## config.mk

```make
export PLATFORM = sky130hd
export DESIGN_NAME = m_demux_1in2out_buf
export DESIGN_NICKNAME = d
export VERILOG_FILES = /design/src/rtl/m_demux_1in2out_buf_pkg.sv /design/src/rtl/m_demux_1in2out_buf_fifo.sv /design/src/rtl/m_demux_1in2out_buf.sv
export SDC_FILE = /design/constraint.sdc
export NUM_CORES = 1
export LEC_CHECK = 0
export CAP_MARGIN = 15
export CORE_ASPECT_RATIO = 0.9
export CORE_MARGIN = 2
export CORE_UTILIZATION = 40
export CTS_BUF_LIST = sky130_fd_sc_hd__clkbuf_8
export CTS_CLUSTER_DIAMETER = 100
export DETAILED_ROUTE_END_ITERATION = 8
export GPL_TIMING_DRIVEN = 0
export HOLD_SLACK_MARGIN = 0.03
export PLACE_DENSITY = 0.73
export SYNTH_ARGS = -nofsm -noshare
export SYNTH_HDL_FRONTEND = slang
export SYNTH_SLANG_ARGS = --single-unit
```

## constraint.sdc

```tcl
create_clock -name clk -period 3.92 [get_ports clk]
set_input_delay 0.98 -clock clk [delete_from_list [all_inputs] [get_ports clk]]
set_output_delay 0.98 -clock clk [all_outputs]
set_load 0.02 [all_outputs]
```

## src/rtl/m_demux_1in2out_buf_pkg.sv

```systemverilog
// Shared defaults and the clog2 helper for the 1-in/2-out buffered demux.
package m_demux_1in2out_buf_pkg;

    localparam int DEF_DATA_WIDTH = 8;
    localparam int DEF_FIFO_DEPTH = 2;
    localparam int NUM_OUTS       = 2;

    function automatic int f_clog2(input int n);
        int r;
        r = 0;
        for (int i = 0; i < 31; i++) begin
            if ((1 << i) < n) r = i + 1;
        end
        return r;
    endfunction

endpackage

```

## src/rtl/m_demux_1in2out_buf_fifo.sv

```systemverilog
// Flit FIFO: registered storage, head read straight from memory, forced to 0 when empty.
module m_flit_fifo
    import m_demux_1in2out_buf_pkg::*;
#(
    parameter int P_DATA_WIDTH = DEF_DATA_WIDTH,
    parameter int P_FIFO_DEPTH = DEF_FIFO_DEPTH
) (
    input  logic                                 clk,
    input  logic                                 reset_n,
    input  logic                                 push,
    input  logic                                 pop,
    input  logic [P_DATA_WIDTH-1:0]              data_in,
    output logic [P_DATA_WIDTH-1:0]              data_out,
    output logic                                 empty,
    output logic                                 full,
    output logic [f_clog2(P_FIFO_DEPTH):0]       count
);

    localparam int AW = f_clog2(P_FIFO_DEPTH);
    localparam int CW = AW + 1;

    logic [P_DATA_WIDTH-1:0] mem [P_FIFO_DEPTH];
    logic [AW-1:0]           wr_ptr_q, wr_ptr_d;
    logic [AW-1:0]           rd_ptr_q, rd_ptr_d;
    logic [CW-1:0]           count_q, count_d;
    logic                    push_ok, pop_ok;

    assign empty    = (count_q == '0);
    assign full     = (count_q == CW'(P_FIFO_DEPTH));
    assign count    = count_q;
    // Empty covers reset too, so the head reads 0 whenever nothing is stored.
    assign data_out = empty ? '0 : mem[rd_ptr_q];

    assign push_ok = push & ~full;
    assign pop_ok  = pop & ~empty;

    always_comb begin
        wr_ptr_d = wr_ptr_q;
        rd_ptr_d = rd_ptr_q;
        count_d  = count_q;
        if (push_ok) wr_ptr_d = wr_ptr_q + AW'(1);
        if (pop_ok)  rd_ptr_d = rd_ptr_q + AW'(1);
        case ({push_ok, pop_ok})
            2'b10:   count_d = count_q + CW'(1);
            2'b01:   count_d = count_q - CW'(1);
            default: count_d = count_q;
        endcase
    end

    always_ff @(posedge clk or negedge reset_n) begin
        if (!reset_n) begin
            wr_ptr_q <= '0;
            rd_ptr_q <= '0;
            count_q  <= '0;
        end else begin
            wr_ptr_q <= wr_ptr_d;
            rd_ptr_q <= rd_ptr_d;
            count_q  <= count_d;
        end
    end

    always_ff @(posedge clk) begin
        if (push_ok) mem[wr_ptr_q] <= data_in;
    end

endmodule

```

## src/rtl/m_demux_1in2out_buf.sv

```systemverilog
// One input stream steered by select into one of two flit FIFOs.
module m_demux_1in2out_buf
    import m_demux_1in2out_buf_pkg::*;
#(
    parameter int P_DATA_WIDTH = DEF_DATA_WIDTH,
    parameter int P_FIFO_DEPTH = DEF_FIFO_DEPTH
) (
    input  logic                           clk,
    input  logic                           reset_n,
    input  logic                           select,
    input  logic                           in_valid,
    output logic                           in_ready,
    input  logic [P_DATA_WIDTH-1:0]        data_in,
    output logic                           out_valid_0,
    output logic                           out_valid_1,
    input  logic                           out_ready_0,
    input  logic                           out_ready_1,
    output logic [P_DATA_WIDTH-1:0]        data_out_0,
    output logic [P_DATA_WIDTH-1:0]        data_out_1,
    output logic [f_clog2(P_FIFO_DEPTH):0] count_0,
    output logic [f_clog2(P_FIFO_DEPTH):0] count_1
);

    localparam int CW = f_clog2(P_FIFO_DEPTH) + 1;

    logic                                    push;
    logic [NUM_OUTS-1:0]                     push_v, pop_v, empty_v, full_v, ready_v;
    logic [NUM_OUTS-1:0][P_DATA_WIDTH-1:0]   dout_v;
    logic [NUM_OUTS-1:0][CW-1:0]             cnt_v;

    // Full is checked before any same-cycle pop: no bypass into a full FIFO.
    assign in_ready = select ? ~full_v[1] : ~full_v[0];
    assign push     = in_valid & in_ready;
    assign push_v   = {push & select, push & ~select};
    assign ready_v  = {out_ready_1, out_ready_0};
    assign pop_v    = ready_v & ~empty_v;

    for (genvar g = 0; g < NUM_OUTS; g++) begin : g_fifo
        m_flit_fifo #(
            .P_DATA_WIDTH (P_DATA_WIDTH),
            .P_FIFO_DEPTH (P_FIFO_DEPTH)
        ) u_fifo (
            .clk      (clk),
            .reset_n  (reset_n),
            .push     (push_v[g]),
            .pop      (pop_v[g]),
            .data_in  (data_in),
            .data_out (dout_v[g]),
            .empty    (empty_v[g]),
            .full     (full_v[g]),
            .count    (cnt_v[g])
        );
    end

    assign out_valid_0 = ~empty_v[0];
    assign out_valid_1 = ~empty_v[1];
    assign data_out_0  = dout_v[0];
    assign data_out_1  = dout_v[1];
    assign count_0     = cnt_v[0];
    assign count_1     = cnt_v[1];

endmodule

```

==> results of run 1 <==
[synthesized netlist by cell type, drive strengths merged]
cell type | number | area share [%]
inv | 4 | 0.92
mux2i | 16 | 9.8
nor2b | 2 | 1.7
mux2 | 1 | 0.69
nand3 | 1 | 0.62
nand2b | 2 | 0.77
edfxtp | 32 | 59
xor2 | 4 | 2.2
ha | 2 | 1.5
dfrtp | 8 | 12
nor2 | 24 | 5.8
buf | 2 | 0.62
nand3b | 1 | 0.69
xnor2 | 6 | 3.2
[state kept, by name, indices dropped and copies added, names as in the netlist]
register / flops
g_fifo.u_fifo.count: 4
g_fifo.u_fifo.mem: 32
g_fifo.u_fifo.rd_ptr_q: 2
g_fifo.u_fifo.wr_ptr_q: 2
[kinds of logic (layout without fill, tap and decap cells)]
logic type | after synthesis | in the layout | synth area share [%]
buffers and inverters | 6 | 50 | 1.54
multiplexers | 17 | 17 | 10.5
XOR/XNOR | 10 | 10 | 5.38
adder cells (fa/ha/maj) | 2 | 2 | 1.54
flip-flops | 40 | 40 | 71.4
AND/OR/NAND/NOR | 30 | 30 | 9.62
[where the power goes]
part	leakage, uW	internal [uW]	switching (uW)	total [uW]
Sequential	0.000386	552	54.8	607
Clock	0.0000583	192	141	332
Combinational	0.000389	371	432	803
[through the flow]
stage | hold slack (ns) | cell area, um2 | power (uW) | worst slack [ns]
floorplan | 0.468 | 1630 | 1080 | 1.60
global placement | 0.482 | 2040 | 1410 | 0.569
detailed placement | 0.484 | 2040 | 1430 | 0.555
CTS | 0.499 | 2160 | 1760 | 0.544
global route | 0.516 | 2160 | 1840 | 0.516
finish | 0.500 | 2160 | 1740 | 0.544
[per-layer routing]
layer,track usage (%),up-vias
li1,-,451
met4,4.95,0
met5,0,-
met3,5.13,4
met2,24.2,24
met1,17.0,452
[worst max-delay path, stage by stage]
cell	delay, ns
clkdlybuf4s50_1	0.53
mux2_2	0.35
clkdlybuf4s50_1	0.54
[final cells by class]
type                    instances  area, um2
plain buffers                   2       10.0
clock buffers                   5       68.8
clock inverters                 3       47.5
fillers                       294       1650
inverters                       4       15.0
multi-input cells              59        440
flip-flops and latches         40       1160
well taps                      46       57.6
repair buffers                 36        360
[worst min path at each step]
stage | from | endpoint | slack (ns)
after floorplan | g_fifo[1].u_fifo.wr_ptr_q$_DFFE_PN0N_ | g_fifo[1].u_fifo.wr_ptr_q$_DFFE_PN0N_ | 0.47
after global placement | g_fifo[1].u_fifo.wr_ptr_q$_DFFE_PN0N_ | g_fifo[1].u_fifo.wr_ptr_q$_DFFE_PN0N_ | 0.48
after detailed placement | g_fifo[0].u_fifo.wr_ptr_q$_DFFE_PN0P_ | g_fifo[0].u_fifo.wr_ptr_q$_DFFE_PN0P_ | 0.48
after CTS | g_fifo[0].u_fifo.wr_ptr_q$_DFFE_PN0P_ | g_fifo[0].u_fifo.wr_ptr_q$_DFFE_PN0P_ | 0.50
after global routing | g_fifo[0].u_fifo.wr_ptr_q$_DFFE_PN0P_ | g_fifo[0].u_fifo.wr_ptr_q$_DFFE_PN0P_ | 0.52
final | g_fifo[0].u_fifo.wr_ptr_q$_DFFE_PN0P_ | g_fifo[0].u_fifo.wr_ptr_q$_DFFE_PN0P_ | 0.50
==> metrics.txt, run 1 <==
number of I/O pins=37; critical path endpoint=in_ready; Area Growth Syn to Fin=32.8%; CTS tree=yes; share of layout cells above drive strength 1=11.4%; clock tree buffer depth=2; #FFs+latches synth=40; worst skew pair latency=0.29 ns; MaxCap Viol Count=0; fmax=296 MHz; final setup fails=0; final period utilization=86.1%; post-layout util=56.7%; Cells after DPL=187; RSZ-0062 raised after global routing=false; via/cell ratio=4.77; R2R Path Start=g_fifo[1].u_fifo.count[0]$_DFFE_PN0P_; Avg Cell Area, Syn=15.5 um2; Crit path required time=2.94 ns; DRC=0; post-CTS setup buffer count=0; pin count of the biggest net entering global routing=15; CTS buffer count=5; die width=71.2 um; CTS Root Cell=clkbuf_8; worst rel slew slack=46.2%; worst hold path depth=1; H-tree depth=2; fin cells=195; r2r endpoint=g_fifo[1].u_fifo.mem[0][5]$_DFFE_PP_; syn nets=121; fin. max-slew vios=0; yosys warns=0; row count=21; Seq/Total Area, Yosys=71.4%; WL met1=1260 um; vias=931; initial antenna violation count=0; Die Ht=64.5 um; Final GP Congestion=0.695; I/O Buffers=36; ANT nets after route=0; WL met2=1540 um; # clock sinks=40; uppermost layer routed=met4; initial core utilization=42.7%; library cells used by synthesis=15; ant diodes=0; reg2reg path depth=3; Critical Path Source Type=input pin; core region area=3810 um2; Pleak=0.000833 uW; met3 routed WL=177 um; crit path DAT=2.40 ns; most frequent cells in the layout=36 x clkdlybuf4s50_1, 32 x edfxtp_1, 22 x nor2_1, 16 x mux2i_1, 8 x dfrtp_1; die area=4590 um2; pwr dens=806 nW/um2; Critical path origin=select; final hold violation count=0; clock slew at reported path FFs=0.07 ns; Hold Path Class=flop to flop; dpl hpwl=2100 um; Tightest Pin Transition=0.804 ns; Routed Wire Length=3010 um; R2R setup slack=2.14 ns; peak supply drop=373 uV; final setup TNS=0 ns; crit end category=output port; drt pass-1 iters=4; Final nets=164; most common cell after layout, fill and taps aside=clkdlybuf4s50_1; post-cts hold buffer count=0; status=finished clean; Global Route Usage Sum=14.4%; critical path class=input pin to output port; gr ovfl total=0; vias in the first global route=1002; skew final=0.00403 ns; clock period minus worst slack=3.38 ns; first-pass GRT wire length=4770 um; initial drt markers=66; DR WL/cell=15.4 um; Worst Path Max Fanout=3; post-cts sizing count=0; Mapped Cells=105; Mapped Area=1630 um2
Power figures use the tool's default switching activity.
==> run 2, diff against run 1 <==
- CTS_CLUSTER_DIAMETER: 100 -> unset
- SYNTH_HIERARCHICAL: unset -> 1
==> metrics.txt, run 2 <==
status=finished clean (unchanged); Slowest-stage cell, CP=clkdlybuf4s50_1 (unchanged); fmax=302 MHz (was 296 MHz); final setup TNS=0 ns (unchanged); Final GP Congestion=0.707 (was 0.695); RSZ-0062 raised after global routing=false (unchanged); Worst Path Max Fanout=3 (unchanged); crit end category=output port (unchanged); Seq/Total Area, Yosys=70.8% (was 71.4%); Critical Path Source Type=input pin (unchanged); number of I/O pins=37 (unchanged); most frequent cells in the layout=36 x clkdlybuf4s50_1, 32 x edfxtp_1, 20 x nor2_1, 17 x mux2i_1, 8 x dfrtp_1 (was 36 x clkdlybuf4s50_1, 32 x edfxtp_1, 22 x nor2_1, 16 x mux2i_1, 8 x dfrtp_1); Post-synth EDFFs=32 (unchanged); library cells used by synthesis=17 (was 15); crit path DAT=2.33 ns (was 2.40 ns); Largest register FFs=32 (unchanged); clock slew at reported path FFs=0.07 ns (about the same); Placement Cell Area=2060 um2 (was 2040 um2); post-cts hold buffer count=0 (unchanged); initial antenna violation count=0 (unchanged); worst skew pair latency=0.29 ns (about the same); post-cts sizing count=0 (unchanged); die width=71.5 um (was 71.2 um); clock tree buffer depth=2 (unchanged); CTS Root Cell=clkbuf_8 (unchanged); clock period minus worst slack=3.31 ns (was 3.38 ns); core region area=4020 um2 (was 3810 um2); gr ovfl total=0 (unchanged); skew final=0.00868 ns (was 0.00403 ns); first-pass GRT wire length=4850 um (was 4770 um); ys flop type=edfxtp_1 (unchanged); final setup fails=0 (unchanged); dpl hpwl=2090 um (was 2100 um); Mapped Area=1640 um2 (was 1630 um2); vias=968 (was 931); #FFs+latches synth=40 (unchanged); Global Route Usage Sum=14.7% (was 14.4%); H-tree depth=2 (unchanged); Routed Wire Length=3060 um (was 3010 um); Cells after DPL=193 (was 187); Hold Path Class=flop to flop (unchanged); # clock sinks=40 (unchanged); critical path class=input pin to output port (unchanged); Die Ht=64.8 um (was 64.5 um); ant diodes=0 (unchanged); fin. max-slew vios=0 (unchanged); CTS tree=yes (unchanged); largest register by flop count=g_fifo.u_fifo/mem (was g_fifo.u_fifo.mem); pin count of the biggest net entering global routing=13 (was 15); Mapped Cells=109 (was 105); post-synth top area share=58.6% (was 59.1%); CP max stage delay=0.62 ns (was 0.54 ns); ANT nets after route=0 (unchanged); syn nets=125 (was 121); worst hold margin=0.504 ns (was 0.500 ns); # fillers=358 (was 294); worst rel slew slack=46.6% (was 46.2%); Crit path required time=2.94 ns (about the same); fin cells=200 (was 195); Avg Cell Area, Syn=15.0 um2 (was 15.5 um2); initial drt markers=57 (was 66); Area Growth Syn to Fin=30.6% (was 32.8%); cell breakdown of the critical path=clkdlybuf4s50_1 > mux2i_1 > clkdlybuf4s50_1 (was clkdlybuf4s50_1 > mux2_2 > clkdlybuf4s50_1); DRC=0 (unchanged); Power, Total=1690 uW (was 1740 uW); pwr dens=789 nW/um2 (was 806 nW/um2); worst hold path depth=1 (unchanged); I/O Buffers=36 (unchanged); most numerous cell in the Yosys netlist=edfxtp_1 (unchanged); peak supply drop=439 uV (was 373 uV); Most common cell on crit path=clkdlybuf4s50_1 (unchanged); Pleak=0.000828 uW (was 0.000833 uW); CTS buffer count=5 (unchanged); Final nets=168 (was 164); die area=4630 um2 (was 4590 um2); final hold violation count=0 (unchanged); share of layout cells above drive strength 1=9.21% (was 11.4%); design area=2140 um2 (was 2160 um2); DR WL/cell=15.3 um (was 15.4 um); vias in the first global route=1035 (was 1002); most common cell after layout, fill and taps aside=clkdlybuf4s50_1 (unchanged); post-CTS setup buffer count=0 (unchanged); via/cell ratio=4.84 (was 4.77); area leader, netlist=edfxtp_1 (unchanged); Post-synth ARST share=20.0% (unchanged); drt pass-1 iters=4 (unchanged); MaxCap Viol Count=0 (unchanged); row count=22 (was 21); Commonest cells post-synth=32 x edfxtp_1, 20 x nor2_1, 17 x mux2i_1 (was 32 x edfxtp_1, 22 x nor2_1, 16 x mux2i_1); reg2reg path depth=5 (was 3); Synth area leaders=edfxtp_1 59%, dfrtp_1 12%, mux2i_1 10% (was edfxtp_1 59%, dfrtp_1 12%, mux2i_1 9.8%); initial core utilization=40.8% (was 42.7%); yosys warns=6 (was 0); final period utilization=84.5% (was 86.1%); Tightest Pin Transition=0.799 ns (was 0.804 ns)
run 2: changes by cell type after synthesis, sizes merged, moves of 2 or more:
cell | before | now
and3 | 0 | 2
nor2b | 2 | 4
nand2 | 0 | 2
nor2 | 24 | 22
run 2: critical path, delay by kind of cell:
kind	cells	cell delay [ns]
muxes	1	0.20
buffers and inverters	2	1.16
run 2: cell families (layout without fill, tap and decap cells):
group,Yosys count,in the layout,share of synthesized area (%)
DFF,40,40,70.8
and+or+nand+nor,34,34,10.4
muxes,17,17,10.4
xor gates and xnor gates,10,10,5.34
buffers and inverters,6,49,1.53
adders and majority gates,2,2,1.53
run 2: power breakdown:
group / switching (uW) / internal, uW
logic: 442 / 382
clock network: 136 / 120
registers: 55.8 / 554
run 2: cell type report:
type,instances,area (um2),share of cell area (%)
clock inverters,2,12.5,0.584
repair buffers,36,360,16.8
plain buffers,2,10.0,0.467
well taps,48,60.1,2.80
inverters,4,15.0,0.701
multi-input cells,63,454,21.2
flip-flops and latches,40,1160,54.2
clock buffers,5,68.8,3.21
run 2: stage by stage:
step	setup WS (ns)	utilization (%)
after floorplan	1.55	-
after global placement	0.622	51.3
after detailed placement	0.617	51.3
after CTS	0.608	53.3
after global routing	0.550	53.3
final	0.609	53.3
run 2: path summary, 6_finish.rpt:
kind,start,endpoint,slack [ns]
max,select,in_ready,0.61
min,g_fifo[0].u_fifo/wr_ptr_q$_DFFE_PN0P_,g_fifo[0].u_fifo/wr_ptr_q$_DFFE_PN0P_,0.50
max reg2reg,g_fifo[1].u_fifo/count[0]$_DFFE_PN0P_,g_fifo[1].u_fifo/mem[0][1]$_DFFE_PP_,1.88
min reg2reg,g_fifo[0].u_fifo/wr_ptr_q$_DFFE_PN0P_,g_fifo[0].u_fifo/wr_ptr_q$_DFFE_PN0P_,0.50
max in group asynchronous,reset_n,g_fifo[1].u_fifo/count[0]$_DFFE_PN0P_,2.68
min in group asynchronous,reset_n,g_fifo[1].u_fifo/count[1]$_DFFE_PN0P_,0.97
run 2: metal layers:
layer / GRT usage (%) / up-vias / routed length (um)
met3: 5.60 / 9 / 158
met5: 0 / - / 0
li1: - / 465 / -
met1: 17.3 / 460 / 1350
met2: 23.6 / 34 / 1500
met4: 7.31 / 0 / 44
==> run 3, diff against run 2 <==
- clock period: 3.92 -> 3.4 ns (I/O delays scaled with it)
==> results of run 3 <==
The final DEF is identical to that of run 2. Status: finished clean.
Main changes from that run: setup slack after placement 0.617 ns -> 0.357 ns; setup slack after layout 0.609 ns -> 0.349 ns; register-to-register setup slack 1.88 ns -> 1.36 ns; total power 1690 uW -> 1950 uW; worst IR drop on VDD 439 uV -> 506 uV
==> RTL change (settings of run 3) <==
Put a register stage on the outputs `count_0` and `count_1`, without a reset. The values now appear one clock later. The other outputs are not delayed to match.
--- a/src/rtl/m_demux_1in2out_buf.sv
+++ b/src/rtl/m_demux_1in2out_buf.sv
@@ -58,4 +58,6 @@
     assign data_out_1  = dout_v[1];
-    assign count_0     = cnt_v[0];
-    assign count_1     = cnt_v[1];
+    always_ff @(posedge clk) begin
+        count_0 <= cnt_v[0];
+        count_1 <= cnt_v[1];
+    end
 
Check against the original RTL: not equivalent (Yosys sat finds a counterexample within 4 cycles, from zero or initial values and one cycle with reset_n low).
==> RTL change against run 3 <==
Sequential cell count up 4. Final area increased by 3.4%. Non-clock buffer count stayed put. Combinational power decreased by 2%. Sequential power rose by 11%. Wire length down 5.7%. Setup slack better by 32 ps. Area after synthesis grew 4.6%. Total power rose by 2.6%. Largest cell class unchanged. Largest power group unchanged.
==> RTL change: results (changes against run 3) <==
Timing
  • Worst-Margin Slew: 715 ps (was 799 ps)
  • Clk_skew: 4.05 ps (was 8.68 ps)

Pwr
  • LEAKAGE: 0.872 nW (was 0.828 nW)
  • Max VDD drop: 0.000425 V (was 0.000506 V)

Clocking
  • Worst skew pair latency: 280 ps
  • Clock slew at reported path FFs: 70 ps (about the same)

Drt
  • Via density: 4.74 (was 4.84)
  • Drt total wl: 2880 um (was 3060 um)
  • DRT iter0 DRCs: 47 (was 57)

Global routing
  • First-pass GRT wire length: 4490 um (was 4850 um)
  • Overall Global Routing Usage: 0.130 (was 0.147)
  • Number of global-route vias before repair: 948 (was 1035)
  • Initial antenna violation count: 0 (unchanged)

Cells and area
  • Nets: 172 (was 168)
  • Area Overhead vs Synth: 29.2% (was 30.6%)
  • Layout cell share with drive strength beyond 1: 0.0701 (was 0.0921)
  • Number of antenna diodes: 0 (unchanged)
  • Fillers: 342 (was 358)

Synthesis
  • Post-synth top flop: edfxtp_1 (unchanged)
  • Synth unique cells: 18 (was 17)
  • FFs w/ async S/R, synth: 0.182 (was 0.200)
  • Top post-synthesis cells by area: edfxtp_1 (56%), dfrtp_1 (12%), mux2i_1 (9.9%) (was edfxtp_1 (59%), dfrtp_1 (12%), mux2i_1 (10%))
  • Syn nets: 129 (was 125)
  • Sequential fraction of the synthesis area: 0.724 (was 0.708)

Placement
  • Post-DP HPWL: 2150 um (was 2090 um)
  • Global placer's final weighted congestion: 0.759 (was 0.707)
  • Post-Place Worst Slack: 375 ps (was 357 ps)
  • Placed inst area: 0.00214 mm^2 (was 0.00206 mm^2)

Setup path
  • Worst path max stage delay: 620 ps (about the same)
  • CP top delay family: buffers and inverters (unchanged)
  • Arr. time, crit path: 2170 ps (was 2200 ps)

Outcome
  • Outcome: finished clean (unchanged)
[RTL change: changes by cell type in the layout (fill, tap and decap cells not counted), sizes merged]
cell	delta
inv	+3
dfxtp	+4
clkinv	-1
clkinvlp	-1
[RTL change: power by group]
| group | internal [W] | switching (W) | leakage (nW) |
|---|---|---|---|
| Clock | 0.000137 | 0.000149 | 0.0519 |
| Sequential | 0.000711 | 0.0000675 | 0.419 |
| Combinational | 0.000441 | 0.000494 | 0.401 |
| Total | 0.00129 | 0.000710 | 0.872 |
[RTL change: final timing paths]
kind / startpoint / end / slack (ps) / depth (start not counted)
worst max-delay path: select / in_ready / 380 / 3
worst min-delay path: g_fifo[1].u_fifo/count[1] / count_1[1] / 470 / 0
worst max register to register: g_fifo[0].u_fifo/count[0] / g_fifo[0].u_fifo/mem[0][0] / 1380 / 5
worst min register to register: g_fifo[1].u_fifo/count[1] / count_1[1] / 470 / 0
max in group asynchronous: reset_n / g_fifo[0].u_fifo/rd_ptr_q / 2260 / 1
min in group asynchronous: reset_n / g_fifo[1].u_fifo/wr_ptr_q / 860 / 1
[RTL change: routing by layer]
| metal | up-vias | track usage | share of wire |
|---|---|---|---|
| li1 | 477 | - | - |
| met1 | 467 | 0.167 | 0.48 |
| met2 | 25 | 0.200 | 0.48 |
| met3 | 2 | 0.0381 | 0.036 |
| met4 | 0 | 0.0625 | 0.0094 |
| met5 | - | 0 | 0 |
[RTL change: final cells by class]
| type | instances | share of cell area |
|---|---|---|
| plain buffers | 2 | 0.00452 |
| clock buffers | 5 | 0.0311 |
| clock inverters | 3 | 0.00508 |
| inverters | 4 | 0.00678 |
| multi-input cells | 63 | 0.203 |
| flip-flops and latches | 44 | 0.560 |
| well taps | 48 | 0.0271 |
| repair buffers | 36 | 0.163 |
[RTL change: cells by family (layout without fill, tap and decap cells)]
logic type | after synthesis | after routing | synth area share
flip-flops | 44 | 44 | 0.724
buffers and inverters | 6 | 50 | 0.0146
adder cells (fa/ha/maj) | 2 | 2 | 0.0146
multiplexers | 17 | 17 | 0.0992
AND/OR/NAND/NOR | 34 | 34 | 0.0970
XOR/XNOR | 10 | 10 | 0.0511
[RTL change: worst register-to-register path: cells and delay by family, from the launching register on]
kind,cells,cell delay [ps]
buffers and inverters,1,60
AND/OR/NAND/NOR,4,1150
flip-flops,1,440
[RTL change: metrics by stage]
step | hold slack (ps) | std cells
after global placement | 440 | 197
final | 472 | 205
after floorplan | 423 | 113
after detailed placement | 453 | 197
after global routing | 488 | 205
after CTS | 471 | 205
